$ cat src/rtl/mac_result_serializer_if.sv
// Valid/ready bundle between the MAC array's result bus, the serializer and the writeback path.
// Input side carries a whole N-lane vector; output side carries one lane per beat.
interface mac_result_serializer_if #(
    parameter int WIDTH = 8,
    parameter int N     = 16
);
    localparam int LW = (N > 1) ? $clog2(N) : 1;

    logic                          in_valid;
    logic                          in_ready;
    logic [N-1:0][2*WIDTH-1:0]     in_data;
    logic                          out_valid;
    logic                          out_ready;
    logic [2*WIDTH-1:0]            out_data;
    logic [LW-1:0]                 out_lane;
    logic                          out_last;

    // Serializer side: consumes vectors, produces beats.
    modport slave (
        input  in_valid, in_data, out_ready,
        output in_ready, out_valid, out_data, out_lane, out_last
    );

    // Surrounding side: the array upstream and writeback downstream.
    modport master (
        output in_valid, in_data, out_ready,
        input  in_ready, out_valid, out_data, out_lane, out_last
    );
endinterface

$ cat src/rtl/mac_result_serializer.sv
// Serializes N-lane MAC result vectors into one lane per beat, lane 0 first.
// One active vector is being drained while at most one more waits in the pending slot.
module mac_result_serializer #(
    parameter int WIDTH = 8,
    parameter int N     = 16
) (
    input  logic                    clk,
    input  logic                    rst_n,
    mac_result_serializer_if.slave  bus,
    output logic                    busy
);
    localparam int LW = (N > 1) ? $clog2(N) : 1;
    localparam int DW = 2 * WIDTH;
    localparam logic [LW-1:0] LAST_LANE = LW'(N - 1);

    // Encoding is {pending_valid, active_valid}.
    typedef enum logic [1:0] {
        ST_EMPTY      = 2'b00,
        ST_DRAIN      = 2'b01,
        ST_DRAIN_PEND = 2'b11
    } state_t;

    state_t                 state_q, state_d;
    logic [LW-1:0]          lane_q, lane_d;
    logic [N-1:0][DW-1:0]   active_q, active_d;
    logic [N-1:0][DW-1:0]   pending_q, pending_d;
    logic [DW-1:0]          lane_data;

    logic accept;
    logic xfer;
    logic at_last;
    logic last_xfer;

    assign bus.in_ready  = (state_q != ST_DRAIN_PEND);
    assign bus.out_valid = (state_q != ST_EMPTY);
    assign busy          = (state_q != ST_EMPTY);

    assign accept    = bus.in_valid & bus.in_ready;
    assign xfer      = bus.out_valid & bus.out_ready;
    assign at_last   = (lane_q == LAST_LANE);
    assign last_xfer = xfer & at_last;

    generate
        if (N == 1) begin : g_single
            assign lane_data = active_q[0];
        end else begin : g_multi
            assign lane_data = active_q[lane_q];
        end
    endgenerate

    // Stale buffer contents survive reset, so gate them off while empty.
    assign bus.out_data = bus.out_valid ? lane_data : '0;
    assign bus.out_lane = lane_q;
    assign bus.out_last = bus.out_valid & at_last;

    always_comb begin
        state_d   = state_q;
        lane_d    = lane_q;
        active_d  = active_q;
        pending_d = pending_q;

        case (state_q)
            ST_EMPTY: begin
                if (accept) begin
                    active_d = bus.in_data;
                    lane_d   = '0;
                    state_d  = ST_DRAIN;
                end
            end
            ST_DRAIN: begin
                if (xfer) begin
                    lane_d = at_last ? '0 : lane_q + LW'(1);
                end
                if (last_xfer) begin
                    // A vector arriving with the last beat goes straight to active: no bubble.
                    if (accept) begin
                        active_d = bus.in_data;
                    end else begin
                        state_d = ST_EMPTY;
                    end
                end else if (accept) begin
                    pending_d = bus.in_data;
                    state_d   = ST_DRAIN_PEND;
                end
            end
            ST_DRAIN_PEND: begin
                if (xfer) begin
                    lane_d = at_last ? '0 : lane_q + LW'(1);
                end
                if (last_xfer) begin
                    active_d = pending_q;
                    state_d  = ST_DRAIN;
                end
            end
            default: begin
                state_d = ST_EMPTY;
                lane_d  = '0;
            end
        endcase
    end

    always_ff @(posedge clk or negedge rst_n) begin
        if (!rst_n) begin
            state_q <= ST_EMPTY;
            lane_q  <= '0;
        end else begin
            state_q <= state_d;
            lane_q  <= lane_d;
        end
    end

    // Vector storage is qualified by state, so it needs no reset.
    always_ff @(posedge clk) begin
        active_q  <= active_d;
        pending_q <= pending_d;
    end
endmodule
$ cat src/flat_wrapper.sv
// flat-port wrapper written by rule: the top's interface ports become plain ports
module mac_result_serializer_flat 
#(
    parameter int WIDTH = 8,
    parameter int N     = 16
)
  (clk, rst_n, busy, bus_in_valid, bus_in_data, bus_out_ready, bus_in_ready, bus_out_valid, bus_out_data, bus_out_lane, bus_out_last);
  mac_result_serializer_if #(.WIDTH(WIDTH), .N(N)) bus_i ();
  input  logic clk;
  input  logic rst_n;
  output logic busy;
  input wire logic [$bits(bus_i.in_valid)-1:0] bus_in_valid;
  input wire logic [$bits(bus_i.in_data)-1:0] bus_in_data;
  input wire logic [$bits(bus_i.out_ready)-1:0] bus_out_ready;
  output wire logic [$bits(bus_i.in_ready)-1:0] bus_in_ready;
  output wire logic [$bits(bus_i.out_valid)-1:0] bus_out_valid;
  output wire logic [$bits(bus_i.out_data)-1:0] bus_out_data;
  output wire logic [$bits(bus_i.out_lane)-1:0] bus_out_lane;
  output wire logic [$bits(bus_i.out_last)-1:0] bus_out_last;
  assign bus_i.in_valid = bus_in_valid;
  assign bus_i.in_data = bus_in_data;
  assign bus_i.out_ready = bus_out_ready;
  assign bus_in_ready = bus_i.in_ready;
  assign bus_out_valid = bus_i.out_valid;
  assign bus_out_data = bus_i.out_data;
  assign bus_out_lane = bus_i.out_lane;
  assign bus_out_last = bus_i.out_last;
  mac_result_serializer #(.WIDTH(WIDTH), .N(N)) u_core (.clk(clk), .rst_n(rst_n), .bus(bus_i), .busy(busy));
endmodule
$ cat config.mk
export PLATFORM = sky130hd
export DESIGN_NAME = mac_result_serializer_flat
export DESIGN_NICKNAME = d
export VERILOG_FILES = /design/src/rtl/mac_result_serializer_if.sv /design/src/rtl/mac_result_serializer.sv /design/src/flat_wrapper.sv
export SDC_FILE = /design/constraint.sdc
export NUM_CORES = 1
export LEC_CHECK = 0
export CELL_PAD_IN_SITES_DETAIL_PLACEMENT = 1
export CELL_PAD_IN_SITES_GLOBAL_PLACEMENT = 1
export CORE_MARGIN = 5
export CORE_UTILIZATION = 43
export DETAILED_ROUTE_END_ITERATION = 7
export MAX_ROUTING_LAYER = met4
export PLACE_DENSITY_LB_ADDON = 0.3
export SETUP_SLACK_MARGIN = 0.2
export SLEW_MARGIN = 20
export SYNTH_ARGS = -nofsm -noshare
export SYNTH_HDL_FRONTEND = slang
export SYNTH_SLANG_ARGS = --single-unit
$ cat constraint.sdc
create_clock -name clk -period 22.4 [get_ports clk]
set_input_delay 4.48 -clock clk [delete_from_list [all_inputs] [get_ports clk]]
set_output_delay 4.48 -clock clk [all_outputs]
set_load 0.1 [all_outputs]
==> results of run 1 <==
## cell type report
type                            count  area, µm²
Fill cell                        4398      22400
Sequential cell                   518      15500
Multi-Input combinational cell    487       5240
Timing Repair Buffer              299       2980
Clock buffer                       65       1460
Tap cell                          664        831
Clock inverter                     36        310
Inverter                            6       22.5
Antenna cell                        8       20.0
## through the flow
stage                     std cells  instance area (µm²)  setup WS, ns   util  power (W)
after global routing           2082                26400         13.66  0.541    0.00353
after floorplan                1071                21100          6.09      -    0.00230
after CTS                      2075                26400         13.53  0.541    0.00344
after global placement         1974                24600         14.21  0.504    0.00250
final                          2083                26400         13.82  0.541    0.00339
after detailed placement       1974                24600         14.19  0.504    0.00253
## logic make-up after synthesis
kind of cell    count (synthesis)
compound gates                 84
buf+inv                        66
mux                           354
fa+ha+maj                       6
simple gates                   43
flops                         518
## synth_stat cells (all sizes together), types with 5 or more instances
cell type	count
clkbuf	6
buf	54
mux4	32
edfxtp	512
nand2	19
o21ai	19
mux2i	65
dfrtp	6
nor2	5
a22oi	48
ha	6
mux2	257
inv	6
## flip-flops by register name, summed over array words and instances (netlist names)
register / cells
u_core.bus.out_lane: 4
u_core.pending_q: 256
u_core.active_q: 256
u_core.state_q: 2
## where the power goes
group          total (W)  switching (W)  internal [W]
sequential       0.00151      0.0000744       0.00143
clock           0.000892       0.000364      0.000529
combinational   0.000989       0.000655      0.000335
total            0.00339        0.00109       0.00230
## worst register-to-register path, stage by stage (launching register included)
cell and delay [ns]:
dfrtp_1 0.47, ha_4 0.71, buf_4 0.72, buf_4 0.95
nand3b_1 0.41, nor2_4 0.05, buf_4 0.35, buf_6 0.46
## final timing paths
check                                        from                endpoint  cells past startpoint
max                        u_core.bus.out_lane[0]        bus_out_data[14]                      6
min in group asynchronous                   rst_n  u_core.bus.out_lane[0]                      1
max reg2reg                     u_core.state_q[1]   u_core.pending_q[165]                      7
min                          u_core.pending_q[59]     u_core.active_q[59]                      1
max in group asynchronous                   rst_n  u_core.bus.out_lane[0]                      1
min reg2reg                  u_core.pending_q[59]     u_core.active_q[59]                      1
## metal layers
layer / global-route usage / vias up
met1: 0.245 / 5747
met5: - / -
li1: - / 4946
met3: 0.0533 / 78
met4: 0.0631 / 0
met2: 0.328 / 312
==> results.toml, run 1 <==
[clocking]
cts_sinks = 518
clockRootBuffer = "clkbuf_16"
cts_tree = "done"
clkTransAtPathRegs_ns = 0.06
insertion_delay_ns = 0.59
h-tree-depth = 2
cts_hold_buf = 0
post-cts-setup-buffers = 0
cts_buffer_depth = 3
post_cts_resized = 0
cts_buffers = 54

[logic_synthesis]
yosysTopAreaCell = "edfxtp_1"
synth_compound_area_frac = 0.0285
synth_top_family_by_area = "multiplexers"
synthSimpleGateAreaFrac = 0.00996
yosys_most_used_dff = "edfxtp_1"
synth_seq_area_share = 0.735
synthMuxAreaShare = 0.205
synthTopCellsByArea = "edfxtp_1 73%, mux2_2 14%, mux2i_1 3.1%, mux4_1 1.9%, mux4_2 1.8%"
syn_avg_cell_area_um2 = 19.7
synth-seq-cells = 518
synthCells = 1071
synth_fp_nets = 1337
synthDistinctLibCells = 41
synth_edf_count = 512
synthArstFlopShare = 0.0116
synthAdderAreaFrac = 0.00356
synth-xor-area-share = 0
synth-warning-count = 0
netlist_area_um2 = 21100
yosysTopAreaCellShare = 0.728

[placement]
io_buffers = 283
dp_hpwl_mm = 36.3
gp_congestion = 0.785

[sta]
max_slew.worst_pin.slew_ns = 1.12
fin_crit_ns = 8.58
fin_tns_setup_ns = 0
max_clock_freq_mhz = 117
rsz0062_at_grt = "false"
fin_skew_ns = 0.0160
hold-worst-slack_ns = 0.545
min_period_over_period = 0.383
setup_viol = 0
report.final.slew_viol_count = 0
maxSlewHeadroom = 0.253
hold_viol = 0

[worst_hold_path]
hp-class = "reg2reg"

[drt]
drt_iter0_markers = 859
met2_wirelength_mm = 26.7
dr.max_layer_used = "met4"
drt_wl_total_mm = 53.3
drc = 0
wl_met3_mm = 3.36
wl_met1_mm = 21.8
firstDrtPassIters = 4
via_count = 11100
wl_per_cell_um = 25.6
vias_per_cell = 5.32
ant_nets = 0

[floorplan]
die_area_um2 = 53600
rows = 81
fp.dieH_um = 232
core-area_um2 = 48700
die_w_um = 232
ios = 284
start_util = 0.433

[critical_path]
critPathMaxStageDelay_ns = 1.23
rrSetupSlack_ns = 17.85
cp.arrival_ns = 4.10
path_max_fanout = 65
cp_data_required_time_ns = 17.92
start_kind = "flip-flop"
crit_path_end_kind = "primary output"
crit_family = "buffers and inverters"
path_cells = "buf_6 > mux2i_1 > a22oi_1 > nand2_1 > o22ai_1 > clkdlybuf4s50_1"
crit_buf_inv = 2
cpMaxStageDelayCell = "clkdlybuf4s50_1"
critPathKind = "reg2out"

[pwr]
peakVddDrop_v = 0.000112
power_density_nw_per_um2 = 128
leakage_nw = 8.68

[final_layout]
nets = 1632
areaGrowthSynthToFinish_pct = 25.0
drive_gt1_frac = 0.266
mostFrequentLayoutCell = "edfxtp_1"
layout_common_cells = "512 x edfxtp_1, 283 x clkdlybuf4s50_1, 257 x mux2_2"

[status]
status = "complete, no violations"

[grt]
grt_start_max_net_pins = 153
grt_pass1_vias = 12200
antenna_found_initial = 7
track_usage = 0.200
grt_pass1_wl_mm = 77.7
grt-ovfl-total = 0

[flow_run]
drv_cap = 0
(Power assumes the default switching activity.)
==> run 2, diff against run 1 <==
- clock period: 22.4 -> 7.2 ns (I/O delays scaled with it)
==> run 2 against run 1 <==
Compared with the run above:
- cell count decreased by 0.53%
- via count decreased by 1.1%
- sequential cell count unchanged
- first-iteration DRC count fell by 0.23%
- largest power group unchanged
- power rose to 3.1 times the previous value
- worst hold slack got worse by 0.0048 ns
- setup slack got worse by 12 ns
- final area is 0.21% lower
- combinational power increased to 3.0 times the previous value
- sequential share of layout area increased by 0.12 points
- clock power grew to 3.0 times the previous value
- sequential power grew to 3.2 times the previous value
==> results.toml, run 2 (same netlist as run 1, synthesis figures left out) <==
[drt]
firstDrtPassIters = 4
drt_wl_total_mm = 52.8
drt_iter0_markers = 857
wl_per_cell_um = 25.5
vias_per_cell = 5.29
ant_nets = 0
via_count = 11000
drc = 0

[critical_path]
path_max_fanout = 55
critPathKind = "reg2out"
start_kind = "flip-flop"
critPathMaxStageDelay_ns = 1.21
crit_path_end_kind = "primary output"
cp.arrival_ns = 4.13
cp_data_required_time_ns = 5.76
cpMaxStageDelayCell = "clkdlybuf4s50_1"
path_cells = "buf_4 > mux2i_1 > a22oi_1 > nand2_1 > o21ai_1 > clkdlybuf4s50_1"

[placement]
dp_hpwl_mm = 35.9
place_inst = 1974
dp_slack_ns = 2.18
io_buffers = 283
gp_congestion = 0.781

[sta]
hold-worst-slack_ns = 0.540
setup_viol = 0
rsz0062_at_grt = "false"
hold_viol = 0
maxSlewHeadroom = 0.242
fin_skew_ns = 0.0120
max_slew.worst_pin.slew_ns = 1.13
fin_crit_ns = 5.57
min_period_over_period = 0.773
fin_tns_setup_ns = 0
report.final.slew_viol_count = 0
layout_setup_ws_ns = 1.63
max_clock_freq_mhz = 180

[final_layout]
drive_gt1_frac = 0.266
layout_common_cells = "512 x edfxtp_1, 283 x clkdlybuf4s50_1, 257 x mux2_2"
final_cells = 2072
mostFrequentLayoutCell = "edfxtp_1"
areaGrowthSynthToFinish_pct = 24.7
nets = 1631

[clocking]
h-tree-depth = 2
clkTransAtPathRegs_ns = 0.06
cts_buffer_depth = 3
clockRootBuffer = "clkbuf_16"
post-cts-setup-buffers = 0
post_cts_resized = 0
cts_hold_buf = 0
cts_sinks = 518
insertion_delay_ns = 0.58
cts_tree = "done"
cts_buffers = 53

[floorplan]
ios = 284
die_area_um2 = 53600
die_w_um = 232
start_util = 0.433
core-area_um2 = 48700
rows = 81
fp.dieH_um = 232

[grt]
grt-ovfl-total = 0
grt_pass1_wl_mm = 77.4
grt_pass1_vias = 11900
antenna_found_initial = 2
grt_start_max_net_pins = 169
track_usage = 0.198

[status]
status = "complete, no violations"

[worst_hold_path]
hp-class = "reg2reg"

[pwr]
peakVddDrop_v = 0.000299
power_density_nw_per_um2 = 397
leakage_nw = 8.64

[flow_run]
drv_cap = 0
run 2: area by class of cell:
type / count / area (µm²)
fillers: 4372 / 22400
flip-flops and latches: 518 / 15500
multi-input cells: 487 / 5260
repair buffers: 299 / 3020
clock buffers: 70 / 1420
well taps: 664 / 831
clock inverters: 26 / 245
inverters: 6 / 22.5
diodes: 2 / 5.00
run 2: stage by stage:
| stage | total power, W | area (µm²) | util |
|---|---|---|---|
| final | 0.0105 | 26300 | 0.540 |
| after detailed placement | 0.00789 | 24700 | 0.506 |
| after floorplan | 0.00695 | 21100 | - |
| after CTS | 0.0106 | 26300 | 0.540 |
| after global routing | 0.0109 | 26300 | 0.540 |
| after global placement | 0.00781 | 24600 | 0.505 |
run 2: where the power goes:
part	total (W)	switching [W]	leakage (nW)	internal [W]
logic	0.00300	0.00194	2.97	0.00105
clock network	0.00267	0.00111	0.817	0.00156
registers	0.00480	0.000343	4.85	0.00446
total	0.0105	0.00340	8.64	0.00707
run 2: critical path: cells and delay by family, from the launching register on:
kind	cells	cell delay, ns
buf+inv	2	1.68
flops	1	1.06
compound gates	2	0.54
mux	1	0.12
simple gates	1	0.12
run 2: metal layers:
metal  vias up  routed length, µm  GRT usage
met5         -                  0          -
met4         0               1280     0.0559
met3        77               3030     0.0382
met2       335              26000      0.320
met1      5620              22500      0.261
li1       4924                  -          -
run 2: worst paths after layout:
path                                        start                endpoint  slack (ns)  cells past startpoint
hold / removal              u_core.pending_q[228]    u_core.active_q[228]        0.54                      1
min in group asynchronous                   rst_n       u_core.state_q[1]        1.14                      1
max in group asynchronous                   rst_n  u_core.bus.out_lane[0]        5.76                      1
hold reg to reg             u_core.pending_q[228]    u_core.active_q[228]        0.54                      1
setup reg to reg                u_core.state_q[1]    u_core.active_q[107]        3.76                      5
setup / recovery           u_core.bus.out_lane[0]        bus_out_data[12]        1.63                      6
==> run 3, diff against run 2 <==
- CORE_UTILIZATION: 43 -> 47
- clock period: 7.2 -> 5.21 ns (I/O delays scaled with it)
==> run 3 against run 2 <==
Compared with the run above:
- register-to-register slack worse by 2.2 ns
- largest cell class unchanged
- non-clock buffer count down 2
- power up 39%
- combinational power up 40%
- clock power up 38%
- critical path type unchanged
- sequential cell count unchanged
==> results.toml, run 3 (same netlist as run 1, synthesis figures left out) <==
[critical_path]
cpMaxStageDelayCell = "nor2_1"
path_max_fanout = 15
path_cells = "inv_1 > ha_1 > nand2b_1 > nor2_1 > a22oi_1 > o21ai_1 > buf_4"
critPathMaxStageDelay_ns = 0.78
crit_path_end_kind = "primary output"
start_kind = "flip-flop"
crit_family = "simple AND/OR/NAND/NOR gates"
crit_buf_inv = 2
cp_data_required_time_ns = 4.17
cp.arrival_ns = 3.44
critPathKind = "reg2out"
rrSetupSlack_ns = 1.60

[placement]
place_inst = 1900
io_buffers = 283
gp_congestion = 0.833
placed_cell_area_um2 = 24600
dp_hpwl_mm = 37.2

[grt]
antenna_found_initial = 0
track_usage = 0.221
grt_start_max_net_pins = 139
grt_pass1_vias = 12200
grt-ovfl-total = 0
grt_pass1_wl_mm = 79.5

[drt]
wl_per_cell_um = 27.0
vias_per_cell = 5.59
drc = 0
drt_iter0_markers = 1032
via_count = 11200
drt_wl_total_mm = 53.8
firstDrtPassIters = 5
ant_nets = 0

[floorplan]
core-area_um2 = 44300
ios = 284
die_area_um2 = 49300
rows = 77
start_util = 0.476
die_w_um = 222
fp.dieH_um = 222

[sta]
max_clock_freq_mhz = 223
rsz0062_at_grt = "false"
fin_tns_setup_ns = 0
maxSlewHeadroom = 0.257
setup_viol = 0
fin_crit_ns = 4.48
report.final.slew_viol_count = 0
max_slew.worst_pin.slew_ns = 1.11
fin_skew_ns = 0.0331
hold_viol = 0
min_period_over_period = 0.860

[final_layout]
final_cells = 1995
antenna_cells = 0
post-route-util = 0.593
mostFrequentLayoutCell = "edfxtp_1"
areaGrowthSynthToFinish_pct = 24.4
layout_common_cells = "512 x edfxtp_1, 266 x clkdlybuf4s50_1, 257 x mux2_2"
nets = 1629
finalInstanceArea_um2 = 26300
drive_gt1_frac = 0.282

[clocking]
cts_tree = "done"
clockRootBuffer = "clkbuf_16"
clkTransAtPathRegs_ns = 0.06
cts_sinks = 518
post_cts_resized = 0
cts_buffer_depth = 3
insertion_delay_ns = 0.61
cts_hold_buf = 0
cts_buffers = 53
post-cts-setup-buffers = 0
h-tree-depth = 2

[pwr]
peakVddDrop_v = 0.000499
leakage_nw = 8.67
power_density_nw_per_um2 = 554

[worst_hold_path]
hp-class = "reg2reg"

[status]
status = "complete, no violations"

[flow_run]
drv_cap = 0
-- run 3: layer usage --
metal,vias to the layer above,global-route usage,share of wire,routed length (µm)
met2,400,0.363,0.50,27000
met5,-,-,0,0
met1,5755,0.282,0.41,22200
met4,0,0.0654,0.027,1450
li1,4928,-,-,-
met3,79,0.0437,0.060,3220
-- run 3: path summary, 6_finish.rpt --
| check | from | end | cells past startpoint |
|---|---|---|---|
| max | u_core.state_q[1] | bus_out_data[13] | 7 |
| min reg2reg | u_core.pending_q[52] | u_core.active_q[52] | 1 |
| min | u_core.pending_q[52] | u_core.active_q[52] | 1 |
| min in group asynchronous | rst_n | u_core.bus.out_lane[2] | 1 |
| max in group asynchronous | rst_n | u_core.bus.out_lane[0] | 1 |
| max reg2reg | u_core.state_q[1] | u_core.pending_q[182] | 5 |
-- run 3: final cells by class --
cell class | instances | area (µm²)
inverters | 6 | 22.5
fillers | 3862 | 18100
clock buffers | 61 | 1360
clock inverters | 34 | 318
multi-input cells | 487 | 5260
flip-flops and latches | 518 | 15500
well taps | 592 | 741
repair buffers | 297 | 3030
-- run 3: report_power, final --
group	switching [W]	internal [W]	total [W]
Sequential	0.000504	0.00616	0.00666
Clock	0.00157	0.00211	0.00368
Combinational	0.00270	0.00151	0.00420
-- run 3: through the flow --
step	hold slack (ns)	worst slack, ns	power [W]
6_report	0.546	0.731	0.0145
5_1_grt	0.558	0.539	0.0151
4_1_cts	0.541	0.758	0.0147
3_5_place_dp	0.532	1.43	0.0110
3_3_place_gp	0.525	1.51	0.0108
2_1_floorplan	0.521	-3.02	0.00961
